### src/rtl/dmux_1by8_sf.sv
// 1:8 demultiplexer built as a three-level tree of 1:2 AND-gate cells, with a
// registered copy of the outputs and of the select.
module dmux_1by8_sf #(
  parameter int unsigned DATA_W = 1
) (
  output logic [8*DATA_W-1:0] y,
  input  logic [2:0]          s,
  input  logic [DATA_W-1:0]   i,
  input  logic                clk,
  input  logic                rst_n,
  output logic [8*DATA_W-1:0] y_r,
  output logic [2:0]          sel_r
);

  // Tree nodes: the index at each level is the select prefix decoded so far,
  // so the leaf index equals {s[2], s[1], s[0]}.
  logic [DATA_W-1:0] lvl1 [2];
  logic [DATA_W-1:0] lvl2 [4];
  logic [DATA_W-1:0] lvl3 [8];

  // Root cell, steered by s[2].
  assign lvl1[0] = i & ~{DATA_W{s[2]}};
  assign lvl1[1] = i &  {DATA_W{s[2]}};

  // Middle cells, steered by s[1].
  for (genvar j = 0; j < 2; j++) begin : g_mid
    assign lvl2[2*j]   = lvl1[j] & ~{DATA_W{s[1]}};
    assign lvl2[2*j+1] = lvl1[j] &  {DATA_W{s[1]}};
  end

  // Leaf cells, steered by s[0].
  for (genvar m = 0; m < 4; m++) begin : g_leaf
    assign lvl3[2*m]   = lvl2[m] & ~{DATA_W{s[0]}};
    assign lvl3[2*m+1] = lvl2[m] &  {DATA_W{s[0]}};
  end

  // Pack leaves into the flat output bus, channel k at y[k*DATA_W +: DATA_W].
  for (genvar k = 0; k < 8; k++) begin : g_pack
    assign y[k*DATA_W +: DATA_W] = lvl3[k];
  end

  // Registered copy of y and s; cleared asynchronously while rst_n is low.
  always_ff @(posedge clk or negedge rst_n) begin
    if (!rst_n) begin
      y_r   <= '0;
      sel_r <= '0;
    end else begin
      y_r   <= y;
      sel_r <= s;
    end
  end

endmodule

### config.mk
export PLATFORM = sky130hd
export DESIGN_NAME = dmux_1by8_sf
export DESIGN_NICKNAME = d
export VERILOG_FILES = /design/src/rtl/dmux_1by8_sf.sv
export SDC_FILE = /design/constraint.sdc
export NUM_CORES = 1
export LEC_CHECK = 0
export CAP_MARGIN = 10
export CORE_AREA = 10 10 47 49
export DETAILED_ROUTE_END_ITERATION = 10
export DIE_AREA = 0 0 57 59
export HOLD_SLACK_MARGIN = 0.12
export MAX_ROUTING_LAYER = met4
export PLACE_DENSITY = 0.72
export SYNTH_ARGS = -nofsm -noshare
export SYNTH_HDL_FRONTEND = slang
export SYNTH_SLANG_ARGS = --single-unit
### constraint.sdc
create_clock -name clk -period 0.8 [get_ports clk]
set_input_delay 0.16 -clock clk [delete_from_list [all_inputs] [get_ports clk]]
set_output_delay 0.16 -clock clk [all_outputs]
set_load 0.05 [all_outputs]
# Word level (Yosys, flattened, before mapping)
# Cells that the tools add are included.
dict set report classes {
  bitwise_logic 17
}
# operator n
set ops {}
lappend ops {{$and 1x1->1} 14}
lappend ops {{$not 1->1} 3}
dict set report totals {
  word_cells 19
  ff_bits 11
}

# Depth between registers and ports, before layout
# Gate-level depths: netlist of the first run.
dict set report depth {
  depth_word 4
  ltp_mapped 1
  depth_no_buf 1
}

# Worst setup path before layout of the first run
# Ideal clock, no wire load.
dict set report synth_timing {
  kind {input-to-reg}
  startpoint {in s[0]}
  endpoint {reg y_r[0]}
  t_arrival_ns 1.160
  slack_ns -0.587
  path_buffers 0
  cell_stages 1
  required_time_ns 0.573
  setup_time_ns 0.227
  path_cell_list {nor4b_2}
}
dict set report synth_between {
  elab_chain_cells 2
}
# element line_no
set synth_rtl {}
lappend synth_rtl {{start, declared} 7} ;# input logic [2:0] s,
lappend synth_rtl {{$not 1->1} 33} ;# assign lvl3[2*m] = lvl2[m] & ~{DATA_W{s[0]}};
lappend synth_rtl {{$and 1x1->1} 33}
lappend synth_rtl {{end signal, assigned} 48} ;# y_r <= y;
lappend synth_rtl {{end, declared} 11} ;# output logic [8*DATA_W-1:0] y_r,
# No other way between the ends.

# Worst setup path in the final report of the first run
dict set report layout_timing {
  startpoint {reg y_r[4]}
  endpoint {out y_r[4]}
}
# No word-level cell between the ends.

==> run summary, run 1 <==
Worst Tran Pin Value - 306 ps
most frequent cells in the layout - buf_12, dfrtp_1, buf_4
synth top area cells - dfrtp_1, and4bb_2, and4b_2
CP required - 640 ps
Rows - 14
area of the mapped netlist - 372 sq um
failing checks - setup timing
final setup vio count - 19
Post-Synth XOR/XNOR Area - 0%
pre-CTS setup slack - -681 ps
core area - 0.00140 sq mm
sw frac - 27.1%
RSZ-0062 raised after global routing - yes
Synth Register Bits - 11
post-synthesis compound-gate area fraction - 0%
Syn Area/Cell - 19.6 sq um
fmax - 1020 MHz
Finished Layout Cells - 75
WS Path Type - reg -> out
Setup TNS Final - -2790 ps
gr ovfl total - 0
initial drt markers - 1
commonest non-fill, non-tap cell in the layout - buf_12
gpl congestion - 0.725
combinational share of power - 28.4%
CP max stage cell - dfrtp_1
VDD IR max - 0.869 mV
cell count of the worst hold path - 1
TritonCTS Buffers - 3
largest family of logic cells by synthesized area - simple AND/OR/NAND/NOR gates
Relative slew margins - 79.5%
Yosys cell types - 5
Util after Layout - 72.8%
Clock Power Share - 27.6%
vias in the first global route - 381
clk root buf - clkbuf_4
min cycle time layout - 980 ps
CP delay by family, top - flip-flops
PwrDens - 1310 mW/mm^2
Avg WL per Cell - 16.7 um
Critical Path Start Type - flip-flop
drt via density - 4.45
die area - 0.00336 sq mm
final max-slew violation count - 0
post-route cell area - 0.00102 sq mm
GRT Resource Usage Total - 7.75%
synthesis warning total - 0
Critical Path AT - 820 ps
antenna-violating nets left - 0
syn_nets - 25
Final Hold Fails - 0
post-synthesis cell count - 19
Remaining DRCs - 0
maximum fanout along the worst path - 1
Post-Route WL - 1.25 mm
Detailed Routing Iterations Pass 1 - 2
Hold Path Class - in -> reg
sequential share of power - 44.0%
layout cell share with drive strength beyond 1 - 74.6%
Starting Density - 26.5%
Simple-Gate Fraction of Synth Area - 25.9%
Crit. End Element - output pin
Tcrit/Tclk final - 123%
Psw - 0.000362 W
global-route wire length before repair - 1.89 mm
final net count - 66
Die X - 57 um
htree depth - 1
Max Cap Viol - 0
initial antenna violation count - 0
Die H - 59 um
# hold bufs at CTS - 2
status - complete, but fails checks
io pins - 25
layout overhead on the synthesized area - 174%
crit path buf inv count - 1
leakage - 0.471 nW
TritonCTS Sinks - 11
setup slack after layout - -180 ps
critical path's largest stage delay - 400 ps
Crit path depth - 1
Seq/Total Area, Yosys - 74.1%
clock buffer depth - 2
synthesized-area fraction occupied by adder cells - 0%
Inserted Diodes - 0
largest net degree at the start of global routing - 12
crit-path cells - buf_12
Synth top area share - 74.1%
clock tree from TritonCTS - yes
Worst-path clk slew - 70 ps
Placed Area - 851 sq um
via count - 334
mux cell area share after synthesis - 0%
Yosys top cell by area - dfrtp_1
Int Pwr - 0.000975 W
DP Cell Count - 60
number of port buffers - 24
## synth_stat cells, drive strengths merged
library cell	n
and4bb	3
nor4b	1
and4b	3
and4	1
dfrtp	11
## per-stage QoR
step / total power [W] / hold slack [ps]
after floorplan: 0.000714 / -136
after global placement: 0.000918 / 505
after detailed placement: 0.000921 / 506
after CTS: 0.00135 / 16.1
after global routing: 0.00139 / 11.5
final: 0.00134 / 20.0
## path summary, 6_finish.rpt
path | start | endpoint
setup / recovery | y_r[4] | y_r[4]
hold / removal | s[0] | sel_r[0]
max in group asynchronous | rst_n | sel_r[2]
min in group asynchronous | rst_n | sel_r[0]
## state kept, by name, summed over array words and instances (netlist names)
signal and flops:
sel_r 3, y_r 8
## metal layers
metal	global-route usage, %	up-vias	part of all wire (%)
li1	-	154	-
met1	6.57	155	37
met2	11.2	25	43
met3	6.87	0	19
met4	5.03	0	0
met5	-	-	0
## area by class of cell
| type | count | area [sq um] |
|---|---|---|
| clock buffer | 4 | 26.3 |
| timing repair buffer | 36 | 592 |
| tap | 16 | 20.0 |
| fill | 104 | 382 |
| sequential | 11 | 275 |
| multi-input combinational | 8 | 106 |
## logic make-up after synthesis
family,count (synthesis)
DFF,11
and+or+nand+nor,8
## repair_timing
item | CTS | global route
buffers inserted | 6 | 2
cloned | 1 | 0
gates resized for setup | 34 | 2
pin swaps | 6 | 3
hold endpoints to repair | 4 | 2
setup endpoints to repair | 27 | 19
## power groups by stage
stage | registers (W) | logic (W) | clock network [W]
2_1_floorplan | 0.000655 | 0.0000592 | 0
3_3_place_gp | 0.000599 | 0.000319 | 0
3_5_place_dp | 0.000600 | 0.000321 | 0
4_1_cts | 0.000589 | 0.000371 | 0.000389
5_1_grt | 0.000590 | 0.000394 | 0.000407
6_report | 0.000589 | 0.000379 | 0.000370
(Power assumes the default switching activity.)
==> run 2: changes to the inputs <==
- CTS_CLUSTER_DIAMETER: not set -> 150
- RECOVER_POWER: not set -> 50
==> run 2 against run 1 <==
  * The run still ends with setup timing left
  * Clock power hardly changed
  * First-iteration DRC count unchanged
  * Highest routed layer unchanged
  * Largest power group unchanged
  * Clock-buffer cell count did not move
==> run summary, run 2 (synthesized netlist as in run 1, its figures left out) <==
most frequent cells in the layout - buf_12, dfrtp_1, buf_4
GRT Resource Usage Total - 7.75%
Largest Register - y_r
Clock Power Share - 27.8%
combinational share of power - 27.8%
Max Cap Viol - 0
global-route wire length before repair - 1.89 mm
io pins - 25
fmax - 1020 MHz
WS Path Type - reg -> out
CP max stage cell - dfrtp_1
Hold Path Class - in -> reg
setup slack after layout - -180 ps
VDD IR max - 0.865 mV
layout cell share with drive strength beyond 1 - 74.6%
PwrDens - 1320 mW/mm^2
antenna-violating nets left - 0
die area - 0.00336 sq mm
maximum fanout along the worst path - 1
final net count - 66
Relative slew margins - 79.5%
Final Hold Fails - 0
leakage - 0.466 nW
largest net degree at the start of global routing - 12
# hold bufs at CTS - 2
commonest non-fill, non-tap cell in the layout - buf_12
TritonCTS Sinks - 11
Crit. End Element - output pin
Detailed Routing Iterations Pass 1 - 2
Tcrit/Tclk final - 123%
clock tree from TritonCTS - yes
initial antenna violation count - 0
min cycle time layout - 980 ps
Util after Layout - 71.7%
CP required - 640 ps
status - complete, but fails checks
clock buffer depth - 2
crit path buf inv count - 1
Setup crit end - y_r[4]
RSZ-0062 raised after global routing - yes
layout overhead on the synthesized area - 170%
sequential share of power - 44.4%
max reg flops - 8
sw frac - 27.2%
critical path's largest stage delay - 400 ps
htree depth - 1
Avg WL per Cell - 16.7 um
Remaining DRCs - 0
Critical Path Source - y_r[4]
drt via density - 4.45
clk root buf - clkbuf_4
final setup vio count - 19
Die H - 59 um
core area - 0.00140 sq mm
via count - 334
Starting Density - 26.5%
total power - 0.00133 W
Int Pwr - 0.000966 W
number of port buffers - 24
final max-slew violation count - 0
vias in the first global route - 381
crit-path cells - buf_12
Die X - 57 um
CP delay by family, top - flip-flops
Post-Route WL - 1.26 mm
TritonCTS Buffers - 3
gpl congestion - 0.725
Crit path depth - 1
Critical Path AT - 820 ps
gr ovfl total - 0
biggest regs - y_r (8), sel_r (3)
initial drt markers - 1
Inserted Diodes - 0
Worst-path clk slew - 70 ps
Rows - 14
Critical Path Start Type - flip-flop
failing checks - setup timing
Psw - 0.000361 W
Worst Tran Pin Value - 306 ps
Setup TNS Final - -2790 ps
[run 2: worst min path at each step]
stage / startpoint / to / slack (ps) / cells past startpoint
2_1_floorplan: rst_n / sel_r[0] / -140 / 0
3_3_place_gp: rst_n / y_r[6] / 500 / 2
3_5_place_dp: rst_n / y_r[3] / 510 / 2
4_1_cts: s[0] / sel_r[0] / 20 / 1
5_1_grt: s[0] / sel_r[0] / 10 / 1
6_report: s[0] / sel_r[0] / 20 / 1
[run 2: area by class of cell]
| cell class | count | area [sq um] |
|---|---|---|
| timing repair buffer | 36 | 577 |
| fill | 105 | 397 |
| sequential | 11 | 275 |
| multi-input combinational | 8 | 106 |
| clock buffer | 4 | 26.3 |
| tap | 16 | 20.0 |
[run 2: power groups by stage]
| stage | Sequential (W) | Combinational, W | Clock, W |
|---|---|---|---|
| floorplan | 0.000655 | 0.0000592 | 0 |
| global placement | 0.000599 | 0.000319 | 0 |
| detailed placement | 0.000600 | 0.000321 | 0 |
| CTS | 0.000589 | 0.000371 | 0.000389 |
| global route | 0.000590 | 0.000383 | 0.000407 |
| finish | 0.000589 | 0.000369 | 0.000369 |
[run 2: per-layer routing]
metal / global-route usage (%) / share of wire (%) / up-vias
met3: 6.87 / 19 / 0
met1: 6.57 / 37 / 156
met4: 5.03 / 0 / 0
met2: 11.2 / 44 / 25
li1: - / - / 153
met5: - / 0 / -
[run 2: timing repair]
action                     CTS  global route
setup endpoints to repair   27            19
resized for setup           34             2
pin swaps                    6             3
cloned                       1             0
setup buffers                6             2
hold endpoints to repair     4             2
[run 2: metrics by stage]
step | hold slack [ps] | instance area (sq um) | instances | setup slack, ps
floorplan | -136 | 380 | 19 | -221
global placement | 505 | 851 | 60 | -629
detailed placement | 506 | 851 | 60 | -681
CTS | 16.1 | 995 | 73 | -198
global route | 11.5 | 1000 | 75 | -206
finish | 20.0 | 1000 | 75 | -180
==> run 3: changes to the inputs <==
- DONT_BUFFER_PORTS: not set -> 1
- PLACE_DENSITY: 0.72 -> 0.48
==> run 3 against run 2 <==
  * Maximum frequency decreased by 0.78%
  * Combinational power decreased by 36%
  * Sequential power about the same
  * The run ends with hold timing, setup timing left
  * Largest power group unchanged
==> run summary, run 3 (synthesized netlist as in run 1, its figures left out) <==
Crit. End Element - output pin
Remaining DRCs - 0
Detailed Routing Iterations Pass 1 - 2
crit path buf inv count - 1
final hold slack - -73.1 ps
layout overhead on the synthesized area - 97.3%
cell count of the worst hold path - 0
Worst Hold End - sel_r[0]
Post-Route WL - 1.17 mm
global-route wire length before repair - 1.86 mm
Final Hold Fails - 3
Rows - 14
setup slack after layout - -188 ps
Relative slew margins - 63.6%
critical path's largest stage delay - 410 ps
io pins - 25
leakage - 0.361 nW
htree depth - 1
pre-CTS setup slack - -37.1 ps
RSZ-0062 raised after global routing - yes
maximum fanout along the worst path - 1
max reg flops - 8
final net count - 51
total power - 0.00119 W
Critical Path Start Type - flip-flop
Die H - 59 um
via count - 283
GRT Resource Usage Total - 7.53%
Hold Path Class - in -> reg
final setup vio count - 18
core area - 0.00140 sq mm
clock buffer depth - 2
Critical Path AT - 830 ps
TritonCTS Sinks - 11
TritonCTS Buffers - 3
CP max stage cell - dfrtp_1
largest net degree at the start of global routing - 12
Critical Path Source - y_r[3]
hold_sp - s[0]
# hold bufs at CTS - 1
layout cell share with drive strength beyond 1 - 65.9%
vias in the first global route - 340
Worst-path clk slew - 70 ps
WS Path Type - reg -> out
fmax - 1010 MHz
Tcrit/Tclk final - 123%
Largest Register - y_r
biggest regs - y_r (8), sel_r (3)
clk root buf - clkbuf_4
final max-slew violation count - 0
clock tree from TritonCTS - yes
most frequent cells in the layout - buf_12, dfrtp_1, clkbuf_2, and4b_2, clkbuf_4
antenna-violating nets left - 0
die area - 0.00336 sq mm
PostCTS Resize Cnt - 0
PwrDens - 1630 mW/mm^2
status - complete, but fails checks
gpl congestion - 0.757
crit-path cells - buf_12
VDD IR max - 0.833 mV
commonest non-fill, non-tap cell in the layout - buf_12
gr ovfl total - 0
Die X - 57 um
CP required - 640 ps
Avg WL per Cell - 19.5 um
Inserted Diodes - 0
number of port buffers - 0
failing checks - hold timing, setup timing
initial antenna violation count - 0
initial drt markers - 1
drt via density - 4.72
Starting Density - 26.5%
min cycle time layout - 988 ps
Worst Tran Pin Value - 545 ps
Max Cap Viol - 0
CP delay by family, top - flip-flops
Final HPWL DP - 956 um
[run 3: cell types whose count changed in the layout (fill, tap and decap cells not counted), sizes merged]
| cell | previous run | this run |
|---|---|---|
| dlygate4sd3 | 3 | 1 |
| buf | 32 | 14 |
| dlymetal6s2s | 0 | 1 |
| clkbuf | 5 | 9 |
[run 3: final cells by class]
type | count | area, sq um
multi-input cells | 8 | 96.3
fillers | 125 | 668
clock buffers | 4 | 26.3
well taps | 16 | 20.0
flip-flops and latches | 11 | 275
repair buffers | 21 | 315
[run 3: metal layers]
metal | up-vias | routed length [um] | track usage [%]
met4 | 0 | 0 | 4.03
met2 | 18 | 610 | 12.2
met3 | 0 | 224 | 6.22
met1 | 141 | 335 | 5.84
met5 | - | 0 | -
li1 | 124 | - | -
[run 3: metrics by stage]
stage | std cells | cell area (sq um) | utilization, % | setup TNS, ps
after floorplan | 19 | 380 | - | -410
after global placement | 54 | 781 | 55.7 | -27.6
after detailed placement | 54 | 781 | 55.7 | -37.1
after CTS | 59 | 817 | 58.3 | -2100
after global routing | 60 | 733 | 52.3 | -2980
final | 60 | 733 | 52.3 | -2500
[run 3: how the worst max path moves through the flow]
| stage | cells after the start | to |
|---|---|---|
| after floorplan | 1 | y_r[0] |
| after global placement | 2 | y[0] |
| after detailed placement | 2 | y[0] |
| after CTS | 1 | y_r[3] |
| after global routing | 1 | y_r[3] |
| final | 1 | y_r[3] |
[run 3: timing repair]
item                                    CTS  global route
hold endpoints to repair                 15             4
buffers inserted                          0             1
endpoints found under the setup margin   12            12
pin swaps                                 0             1
gates cloned                              0             0
[run 3: power by group]
group / switching [W] / total (W) / internal (W)
Clock: 0.000173 / 0.000366 / 0.000192
Combinational: 0.000134 / 0.000237 / 0.000103
Sequential: 0.0000152 / 0.000589 / 0.000574
